--- src/rtl/uart_arb_pkg.sv ---
// Shared types and defaults for the UART TX round-robin arbiter.
package uart_arb_pkg;
  typedef enum logic {IDLE, GRANT} arb_state_t;
  typedef logic [7:0] byte_t;
  localparam int unsigned UART_ARB_NUM_REQ_DEF   = 4;
  localparam int unsigned UART_ARB_BURST_MAX_DEF = 64;
endpackage

--- src/rtl/rr_pick.sv ---
// Combinational round-robin picker: one-hot first request above last_grant, wrapping.
module rr_pick #(
  parameter int unsigned N = 4
) (
  input  logic [N-1:0]         req,
  input  logic [$clog2(N)-1:0] last_grant,
  output logic [N-1:0]         pick
);
  localparam int unsigned W = $clog2(N);

  always_comb begin
    int unsigned idx;
    logic        found;
    pick  = '0;
    found = 1'b0;
    idx   = 0;
    for (int unsigned i = 1; i <= N; i++) begin
      idx = (32'(last_grant) + i) % N;
      if (!found && req[idx[W-1:0]]) begin
        pick[idx[W-1:0]] = 1'b1;
        found            = 1'b1;
      end
    end
  end
endmodule

--- src/rtl/uart_tx_arb.sv ---
// Frame-atomic round-robin arbiter sharing one UART TX byte channel.
// Optional per-grant beat limit: define UART_ARB_BURST_LIMIT_EN.
module uart_tx_arb
  import uart_arb_pkg::*;
#(
  parameter int unsigned NUM_REQ   = UART_ARB_NUM_REQ_DEF,
  parameter int unsigned BURST_MAX = UART_ARB_BURST_MAX_DEF
) (
  input  logic                 clk100,
  input  logic                 rstn,
  input  logic [NUM_REQ-1:0]   req_valid_i,
  input  logic [NUM_REQ*8-1:0] req_data_i,
  input  logic [NUM_REQ-1:0]   req_last_i,
  output logic [NUM_REQ-1:0]   req_ready_o,
  output logic                 tx_valid_o,
  output logic [7:0]           tx_data_o,
  input  logic                 tx_ready_i,
  output logic [NUM_REQ-1:0]   grant_o,
  output logic                 busy_o
);
  localparam int unsigned GW = $clog2(NUM_REQ);

  arb_state_t         state_q, state_d;
  logic [NUM_REQ-1:0] grant_q, grant_d, pick;
  logic [GW-1:0]      last_q, last_d, pick_idx;
  logic               own_valid, own_last, accept, burst_hit;
  byte_t              own_data;

  rr_pick #(.N(NUM_REQ)) u_pick (
    .req        (req_valid_i),
    .last_grant (last_q),
    .pick       (pick)
  );

  always_comb begin
    own_valid = 1'b0;
    own_last  = 1'b0;
    own_data  = '0;
    pick_idx  = '0;
    for (int unsigned k = 0; k < NUM_REQ; k++) begin
      if (grant_q[k]) begin
        own_valid = req_valid_i[k];
        own_last  = req_last_i[k];
        own_data  = req_data_i[8*k +: 8];
      end
      if (pick[k]) pick_idx = GW'(k);
    end
  end

  assign accept = own_valid & tx_ready_i;

`ifdef UART_ARB_BURST_LIMIT_EN
  logic [7:0] cnt_q, cnt_d;

  // The beat that brings the count to BURST_MAX is the final one of this grant.
  assign burst_hit = (cnt_q == 8'(BURST_MAX - 1));

  always_comb begin
    cnt_d = cnt_q;
    if (state_q == IDLE)  cnt_d = '0;
    else if (accept)      cnt_d = cnt_q + 8'd1;
  end

  always_ff @(posedge clk100 or negedge rstn) begin
    if (!rstn) cnt_q <= '0;
    else       cnt_q <= cnt_d;
  end
`else
  assign burst_hit = 1'b0;
`endif

  always_comb begin
    state_d = state_q;
    grant_d = grant_q;
    last_d  = last_q;
    case (state_q)
      IDLE: begin
        if (|req_valid_i) begin
          state_d = GRANT;
          grant_d = pick;
          last_d  = pick_idx;
        end
      end
      GRANT: begin
        if (accept && (own_last || burst_hit)) begin
          state_d = IDLE;
          grant_d = '0;
        end
      end
      default: begin
        state_d = IDLE;
        grant_d = '0;
      end
    endcase
  end

  always_ff @(posedge clk100 or negedge rstn) begin
    if (!rstn) begin
      state_q <= IDLE;
      grant_q <= '0;
      last_q  <= GW'(NUM_REQ - 1);
    end else begin
      state_q <= state_d;
      grant_q <= grant_d;
      last_q  <= last_d;
    end
  end

  assign busy_o      = (state_q == GRANT);
  assign grant_o     = grant_q;
  assign tx_valid_o  = own_valid & busy_o;
  assign tx_data_o   = tx_valid_o ? own_data : 8'h00;
  assign req_ready_o = grant_q & {NUM_REQ{tx_ready_i}};
endmodule

--- config.mk ---
export PLATFORM = sky130hd
export DESIGN_NAME = uart_tx_arb
export DESIGN_NICKNAME = d
export VERILOG_FILES = /design/src/rtl/uart_arb_pkg.sv /design/src/rtl/rr_pick.sv /design/src/rtl/uart_tx_arb.sv
export SDC_FILE = /design/constraint.sdc
export NUM_CORES = 1
export LEC_CHECK = 0
export CELL_PAD_IN_SITES_DETAIL_PLACEMENT = 0
export CELL_PAD_IN_SITES_GLOBAL_PLACEMENT = 1
export CORE_MARGIN = 5
export CORE_UTILIZATION = 28
export CTS_CLUSTER_DIAMETER = 30
export CTS_CLUSTER_SIZE = 25
export DETAILED_ROUTE_END_ITERATION = 12
export PLACE_DENSITY_LB_ADDON = 0.1
export SLEW_MARGIN = 10
export SYNTH_ARGS = -nofsm -noshare
export SYNTH_HDL_FRONTEND = slang
export SYNTH_SLANG_ARGS = --single-unit
--- constraint.sdc ---
create_clock -name clk100 -period 7.2 [get_ports clk100]
set_clock_uncertainty 0.15 [all_clocks]
set_input_delay 1.44 -clock clk100 [delete_from_list [all_inputs] [get_ports clk100]]
set_output_delay 1.44 -clock clk100 [all_outputs]
set_load 0.005 [all_outputs]
==> metrics.cfg, run 1 <==
[drt]
drtIter0Drc=48
wire_per_inst_um=15.6
drtAntennaViolNets=0
drc=0
dr_total_vias=1239
first_pass_iters=4
wl_met3_um=168
met2_length_mm=1.78
highest-signal-layer=met4
routed_via_density=5.25
wl_met1_mm=1.70
wirelength_mm=3.68

[placement]
io_buffer_count=60
place_inst=232
gp_congestion=0.860
place_hpwl_mm=2.79

[synthesis]
yosys_register_bits=7
synth_nets=182
ys_warn_count=0
synth_common_cells=14 x nor2_1, 13 x a21oi_1, 10 x a221oi_1, 10 x nor2b_1
synth_edf_count=0
synth-async-reset-ratio=1.00
postSynthCellCount=131
synthFlopType=dfrtp_1
syn_area_sq_um=1060
ys_seq_area_frac=0.168
synthDominantCellAreaShare=0.118
syn_area_per_cell_sq_um=8.07
synth.area.top_cells=dfrtp_1 12%, ha_1 9.5%, a221oi_1 8.3%, mux4_2 6.4%, a21oi_1 6.2%
synth_cell_type_count=36
yosysMostFrequentCell=nor2_1
yosys.area.top_type=dfrtp_1

[die]
core_sq_um=3660
row_count=22
ioPinCount=61
die_h_um=71.5
initial_core_util=0.289
dieArea_sq_um=5110
fp.dieW_um=71.5

[worst_setup_path]
crit_arrival_ns=3.56
crit_start=req_valid_i[1]
critPathMaxFanout=10
cp-end-kind=primary output
r2r_start=last_q[0]
cp-start-kind=primary input
reg2reg_depth=7
reg2reg_to=last_q[0]
crit_type=in -> out
cp-endpoint=tx_valid_o
reg2reg_slack_ns=4.46
crit_required_ns=5.61

[timing]
tns_ns=0
hold_viol=0
slew-limit-headroom=0.477
setup_viol=0
drv_slew=0
fmax_ghz=0.194
worst_pin_slew_ns=0.780
rsz0062_at_grt=false
fin_hold_ws_ns=0.435
period_share=0.715
min_period_ns=5.15

[global_route]
grt-ovfl-total=0
grt_pass1_wl_mm=5.62
antenna_found_initial=0
track_usage=0.137
grt_max_degree=24
grt_pass1_vias=1134

[cts]
numCtsBuffers=3
ctsHoldBuffers=0
cts_tree=built
max-clock-path-buffers=2
cts_resized=0
cts-root-buf=clkbuf_8
clkLatencyLatePin_ns=0.22
postCtsSetupRepairBufs=0
path_clk_slew_ns=0.04
clock_sinks=7
htreeDepth=1

[status]
outcome=finished clean

[layout]
syn2layout_area_growth_pct=63.6
finalNonFillerCells=236
filler_cell_count=367
finalNetCount=240
n_antenna_cell=0
drive_gt1_frac=0.0691

[pwr]
pwr_density_cell_nw_per_um2=285
ir_worst_vdd_mv=0.212
p_leak_uw=0.000645

[job]
maxCapViolCount=0

[min_path]
hold_path_class=reg -> reg

## power by group
part           switching, uW  internal [uW]  leakage [uW]
sequential              51.6           57.2     0.0000840
combinational            152            177      0.000538
clock                   16.6           38.3     0.0000228
## layout make-up
type                    instances  area, sq um  area share
multi-input cells             110          820       0.474
flip-flops and latches          7          178       0.103
well taps                      48         60.1      0.0347
clock buffers                   4         45.0      0.0260
inverters                       7         26.3      0.0152
repair buffers                 60          601       0.347
## routing by layer
| layer | track usage | vias up |
|---|---|---|
| met5 | 0 | - |
| met4 | 0.0438 | 0 |
| met3 | 0.0210 | 4 |
| met2 | 0.221 | 33 |
| met1 | 0.185 | 587 |
| li1 | - | 615 |
## stage by stage
stage                     worst slack (ns)  area [sq um]  power (uW)  utilization
after CTS                             1.98          1730         500        0.472
after global routing                  1.79          1730         542        0.472
after detailed placement              2.01          1680         439        0.460
after global placement                2.05          1680         437        0.460
final                                 2.05          1730         493        0.472
after floorplan                       3.45          1060         318            -
## kinds of logic after synthesis
kind of cell | Yosys count | synth area share
buf+inv | 14 | 0.0568
compound gates | 43 | 0.301
mux | 4 | 0.0888
flops | 7 | 0.168
simple gates | 55 | 0.291
fa+ha+maj | 8 | 0.0947
## state kept, by name (all words and copies together), names as in the netlist
signal / count
last_q: 2
grant_o: 4
busy_o: 1
## critical path: stages
cell             delay (ns)
clkdlybuf4s50_1        0.54
a21oi_1                0.19
a221oi_1               0.10
o21ai_1                0.67
inv_1                  0.13
clkdlybuf4s50_1        0.49
## worst min path at each step
stage,from,endpoint,cells past startpoint
final,grant_o[0],grant_o[0],1
after global placement,grant_o[0],grant_o[0],1
after floorplan,grant_o[0],grant_o[0],1
after CTS,grant_o[0],grant_o[0],1
after global routing,grant_o[0],grant_o[0],1
after detailed placement,grant_o[0],grant_o[0],1
## layout by cell type (no fill, tap or decap), drive strengths merged, types with 4 or more instances in the layout
cell type	count
a21oi	13
a221oi	10
and2	7
clkbuf	4
clkdlybuf4s50	60
dfrtp	5
ha	8
inv	7
mux4	4
nand2	6
nor2	14
nor2b	10
nor3	8
o21ai	4
o2bb2ai	4
(Power assumes the default switching activity.)
==> run 2: changes to the inputs <==
--- a/config.mk
+++ b/config.mk
@@ -8,7 +8,7 @@
 export CELL_PAD_IN_SITES_DETAIL_PLACEMENT = 0
 export CELL_PAD_IN_SITES_GLOBAL_PLACEMENT = 1
 export CORE_MARGIN = 5
-export CORE_UTILIZATION = 28
+export CORE_UTILIZATION = 26
 export CTS_CLUSTER_DIAMETER = 30
 export CTS_CLUSTER_SIZE = 25
 export DETAILED_ROUTE_END_ITERATION = 12
==> constraint.sdc (replaced) <==
create_clock -name clk100 -period 5 [get_ports clk100]
set_clock_uncertainty 0.15 [all_clocks]
set_input_delay 1 -clock clk100 [delete_from_list [all_inputs] [get_ports clk100]]
set_output_delay 1 -clock clk100 [all_outputs]
set_load 0.005 [all_outputs]
==> metrics.cfg, run 2 (same netlist as run 1, synthesis figures left out) <==
[drt]
drtAntennaViolNets=0  ; unchanged
drc=0  ; unchanged
wirelength_mm=3.57  ; -3.0%
dr_total_vias=1213  ; -2.1%
wire_per_inst_um=15.0  ; -3.8%
drtIter0Drc=32  ; -33%
first_pass_iters=4  ; unchanged
routed_via_density=5.10  ; -2.9%

[timing]
rsz0062_at_grt=false
drv_slew=0  ; unchanged
slew-limit-headroom=0.426  ; -0.0508
fmax_ghz=0.232
min_period_ns=4.31
period_share=0.862
fin_hold_ws_ns=0.467  ; +0.0315 ns
hold_viol=0  ; unchanged
setup_viol=0  ; unchanged
tns_ns=0  ; unchanged
worst_pin_slew_ns=0.855  ; +0.0757 ns

[die]
initial_core_util=0.266  ; -0.0226
dieArea_sq_um=5440  ; +6.6%
row_count=23  ; +4.5%
fp.dieW_um=73.8  ; +3.2%
core_sq_um=3970  ; +8.5%
die_h_um=73.8  ; +3.2%
ioPinCount=61  ; unchanged

[global_route]
antenna_found_initial=0  ; unchanged
grt-ovfl-total=0  ; unchanged
track_usage=0.136  ; -0.000659
grt_pass1_vias=1219  ; +7.5%
grt_max_degree=24  ; unchanged
grt_pass1_wl_mm=5.77  ; +2.6%

[cts]
clock_sinks=7  ; unchanged
cts-root-buf=clkbuf_8
cts_tree=built
ctsHoldBuffers=0  ; unchanged
postCtsSetupRepairBufs=0  ; unchanged
max-clock-path-buffers=2  ; unchanged
cts_resized=0  ; unchanged
clkLatencyLatePin_ns=0.22  ; about the same
numCtsBuffers=3  ; unchanged
htreeDepth=1  ; unchanged
path_clk_slew_ns=0.04  ; about the same

[layout]
mostFrequentLayoutCell=clkdlybuf4s50_1
syn2layout_area_growth_pct=63.8
n_antenna_cell=0  ; unchanged
filler_cell_count=390  ; +6.3%
drive_gt1_frac=0.0691  ; unchanged
utilization=0.436  ; -0.0363
finalNetCount=240  ; unchanged
most-common-layout-cells=60 x clkdlybuf4s50_1, 14 x nor2_1, 13 x a21oi_1
largest_register_ffs=4  ; unchanged

[pwr]
p_leak_uw=0.000645  ; unchanged
pwr_density_cell_nw_per_um2=410  ; +44%
ir_worst_vdd_mv=0.126  ; -41%

[worst_setup_path]
cp-end-kind=primary output
crit_required_ns=3.85  ; -1.76 ns
cp-start-kind=primary input
reg2reg_depth=7  ; unchanged
crit_type=in -> out
crit_arrival_ns=3.16  ; -0.40 ns
critPathMaxFanout=10  ; unchanged

[placement]
gp_congestion=0.804  ; -6.4%
place_hpwl_mm=2.77  ; -0.57%
io_buffer_count=60  ; unchanged

[min_path]
hold_path_depth=2  ; +1
hold_path_class=reg -> reg

[job]
maxCapViolCount=0  ; unchanged

[status]
outcome=finished clean

[run 2: cell counts in the layout (fill, tap and decap cells not counted)]
Identical to the previous run, type by type.
[run 2: layout make-up]
| cell class | count | area [sq um] | share of cell area |
|---|---|---|---|
| multi-input cells | 110 | 820 | 0.473 |
| clock buffers | 4 | 45.0 | 0.0260 |
| flip-flops and latches | 7 | 178 | 0.103 |
| repair buffers | 60 | 601 | 0.347 |
| inverters | 7 | 26.3 | 0.0152 |
| well taps | 50 | 62.6 | 0.0361 |
[run 2: path summary, 6_finish.rpt]
path / startpoint / endpoint / slack (ns)
worst min register to register: last_q[1] / last_q[1] / 0.47
min in group asynchronous: rstn / grant_o[0] / 0.87
worst min-delay path: last_q[1] / last_q[1] / 0.47
worst max-delay path: req_valid_i[1] / tx_valid_o / 0.69
max in group asynchronous: rstn / last_q[0] / 3.55
worst max register to register: last_q[0] / last_q[0] / 2.27
[run 2: where the power goes]
group / switching (uW) / total [uW] / internal (uW)
combinational: 222 / 477 / 255
sequential: 73.7 / 156 / 82.3
clock: 22.4 / 77.4 / 55.0
total: 318 / 710 / 392
[run 2: routing by layer]
metal | track usage | wire, um | vias up
met1 | 0.155 | 1450 | 548
li1 | - | - | 614
met4 | 0.0584 | 63 | 0
met3 | 0.0260 | 178 | 7
met2 | 0.243 | 1870 | 44
met5 | 0 | 0 | -
[run 2: critical path: stages]
cell	delay, ns
clkdlybuf4s50_1	0.53
a21oi_1	0.18
a221oi_1	0.09
o21ai_1	0.72
inv_1	0.15
clkdlybuf4s50_1	0.49
[run 2: per-stage QoR]
| step | instances | total power (uW) | setup WS (ns) | instance area, sq um |
|---|---|---|---|---|
| detailed placement | 234 | 637 | 0.666 | 1690 |
| global placement | 234 | 632 | 0.713 | 1690 |
| global route | 238 | 778 | 0.513 | 1730 |
| CTS | 238 | 719 | 0.659 | 1730 |
| floorplan | 131 | 458 | 2.13 | 1060 |
| finish | 238 | 710 | 0.689 | 1730 |
==> run 3: changes to the inputs <==
--- a/config.mk
+++ b/config.mk
@@ -9,6 +9,7 @@
 export CELL_PAD_IN_SITES_GLOBAL_PLACEMENT = 1
 export CORE_MARGIN = 5
 export CORE_UTILIZATION = 26
+export CTS_BUF_LIST = sky130_fd_sc_hd__clkbuf_16
 export CTS_CLUSTER_DIAMETER = 30
 export CTS_CLUSTER_SIZE = 25
 export DETAILED_ROUTE_END_ITERATION = 12
==> metrics.cfg, run 3 (same netlist as run 1, synthesis figures left out) <==
[timing]
drv_slew=0  ; unchanged
fmax_ghz=0.232  ; about the same
hold_viol=0  ; unchanged
min_period_ns=4.31  ; -0.000514 ns
tns_ns=0  ; unchanged
setup_slack_ns=0.689  ; +0.000514 ns
fin_hold_ws_ns=0.468  ; +0.000885 ns
slew-limit-headroom=0.423  ; -0.00256
period_share=0.862  ; about the same
worst_pin_slew_ns=0.859  ; +0.00381 ns
rsz0062_at_grt=false
setup_viol=0  ; unchanged

[drt]
routed_via_density=5.05  ; -0.82%
drc=0  ; unchanged
wirelength_mm=3.54  ; -0.59%
wire_per_inst_um=14.9  ; -0.59%
first_pass_iters=4  ; unchanged
drtAntennaViolNets=0  ; unchanged
drtIter0Drc=30  ; -6.3%
dr_total_vias=1203  ; -0.82%

[placement]
gp_congestion=0.804  ; unchanged
io_buffer_count=60  ; unchanged
place_hpwl_mm=2.77  ; unchanged
post-place-ws_ns=0.666  ; unchanged

[worst_setup_path]
crit_start=req_valid_i[1]
max_stage_delay_ns=0.73  ; about the same
worstPathCellList=clkdlybuf4s50_1 -> a21oi_1 -> a221oi_1 -> o21ai_1 -> inv_1 -> clkdlybuf4s50_1
r2r_start=last_q[0]
crit_top_cell=clkdlybuf4s50_1
reg2reg_depth=7  ; unchanged
crit_type=in -> out
cp-start-kind=primary input
crit_required_ns=3.85  ; about the same
slowest_stage=o21ai_1
critPathMaxFanout=10  ; unchanged
crit_arrival_ns=3.16  ; about the same
cp-end-kind=primary output

[layout]
register_area_sq_um=178  ; unchanged
most-common-layout-cells=60 x clkdlybuf4s50_1, 14 x nor2_1, 13 x a21oi_1
finalNetCount=240  ; unchanged
largest_register_ffs=4  ; unchanged
n_antenna_cell=0  ; unchanged
filler_cell_count=387  ; -0.77%
mostFrequentLayoutCell=clkdlybuf4s50_1
multiInputGateArea_sq_um=820  ; unchanged
syn2layout_area_growth_pct=67.0
drive_gt1_frac=0.0691  ; unchanged

[status]
outcome=finished clean

[die]
row_count=23  ; unchanged
core_sq_um=3970  ; unchanged
die_h_um=73.8  ; unchanged
ioPinCount=61  ; unchanged
initial_core_util=0.266  ; unchanged
dieArea_sq_um=5440  ; unchanged
fp.dieW_um=73.8  ; unchanged

[global_route]
track_usage=0.131  ; -0.00478
grt_max_degree=24  ; unchanged
grt_pass1_wl_mm=5.74  ; -0.49%
grt_pass1_vias=1221  ; +0.16%
grt-ovfl-total=0  ; unchanged
antenna_found_initial=0  ; unchanged

[cts]
max-clock-path-buffers=2  ; unchanged
cts_tree=built
numCtsBuffers=3  ; unchanged
clock_sinks=7  ; unchanged
postCtsSetupRepairBufs=0  ; unchanged
ctsHoldBuffers=0  ; unchanged
cts_resized=0  ; unchanged
clkLatencyLatePin_ns=0.23  ; about the same
htreeDepth=1  ; unchanged
path_clk_slew_ns=0.03  ; about the same
cts-root-buf=clkbuf_16

[min_path]
hold_path_depth=2  ; unchanged
hold_path_class=reg -> reg
worstHoldStart=last_q[1]

[job]
maxCapViolCount=0  ; unchanged

[pwr]
p_leak_uw=0.000664  ; +3.0%
ir_worst_vdd_mv=0.211  ; +67%
pwr_density_cell_nw_per_um2=433  ; +5.6%

==> run 3: cell count changes in the layout (fill, tap and decap cells not counted), sizes merged <==
cell	previous run	this run
clkbuf	4	3
inv	7	8
==> run 3: worst paths after layout <==
check / endpoint / slack (ns)
max in group asynchronous: last_q[1] / 3.55
worst min-delay path: last_q[1] / 0.47
worst max-delay path: tx_valid_o / 0.69
worst max register to register: last_q[0] / 2.28
worst min register to register: last_q[1] / 0.47
min in group asynchronous: grant_o[3] / 0.87
==> run 3: worst max-delay path, delay by kind of cell <==
kind / cells / cell delay, ns
compound gates: 3 / 1.00
buf+inv: 3 / 1.16
==> run 3: layout make-up <==
| type | count | share of cell area |
|---|---|---|
| Multi-Input combinational cell | 110 | 0.464 |
| Timing Repair Buffer | 60 | 0.340 |
| Sequential cell | 7 | 0.101 |
| Clock buffer | 3 | 0.0425 |
| Tap cell | 50 | 0.0354 |
| Inverter | 7 | 0.0149 |
| Clock inverter | 1 | 0.00213 |
==> run 3: power by group <==
part,switching [uW],internal [uW]
registers,74.1,82.4
logic,221,255
clock network,28.1,104
total,324,441
==> run 3: layer usage <==
metal / track usage / part of all wire / up-vias
met5: 0 / 0 / -
met4: 0.0282 / 0.0071 / 0
met3: 0.0219 / 0.052 / 2
met2: 0.243 / 0.53 / 41
met1: 0.156 / 0.41 / 544
li1: - / - / 616
==> run 3: stage by stage <==
step	total power, uW	area, sq um	instances	util
floorplan	458	1060	131	-
global route	832	1770	238	0.445
global placement	632	1690	234	0.425
detailed placement	637	1690	234	0.425
finish	765	1770	238	0.445
CTS	773	1770	238	0.445
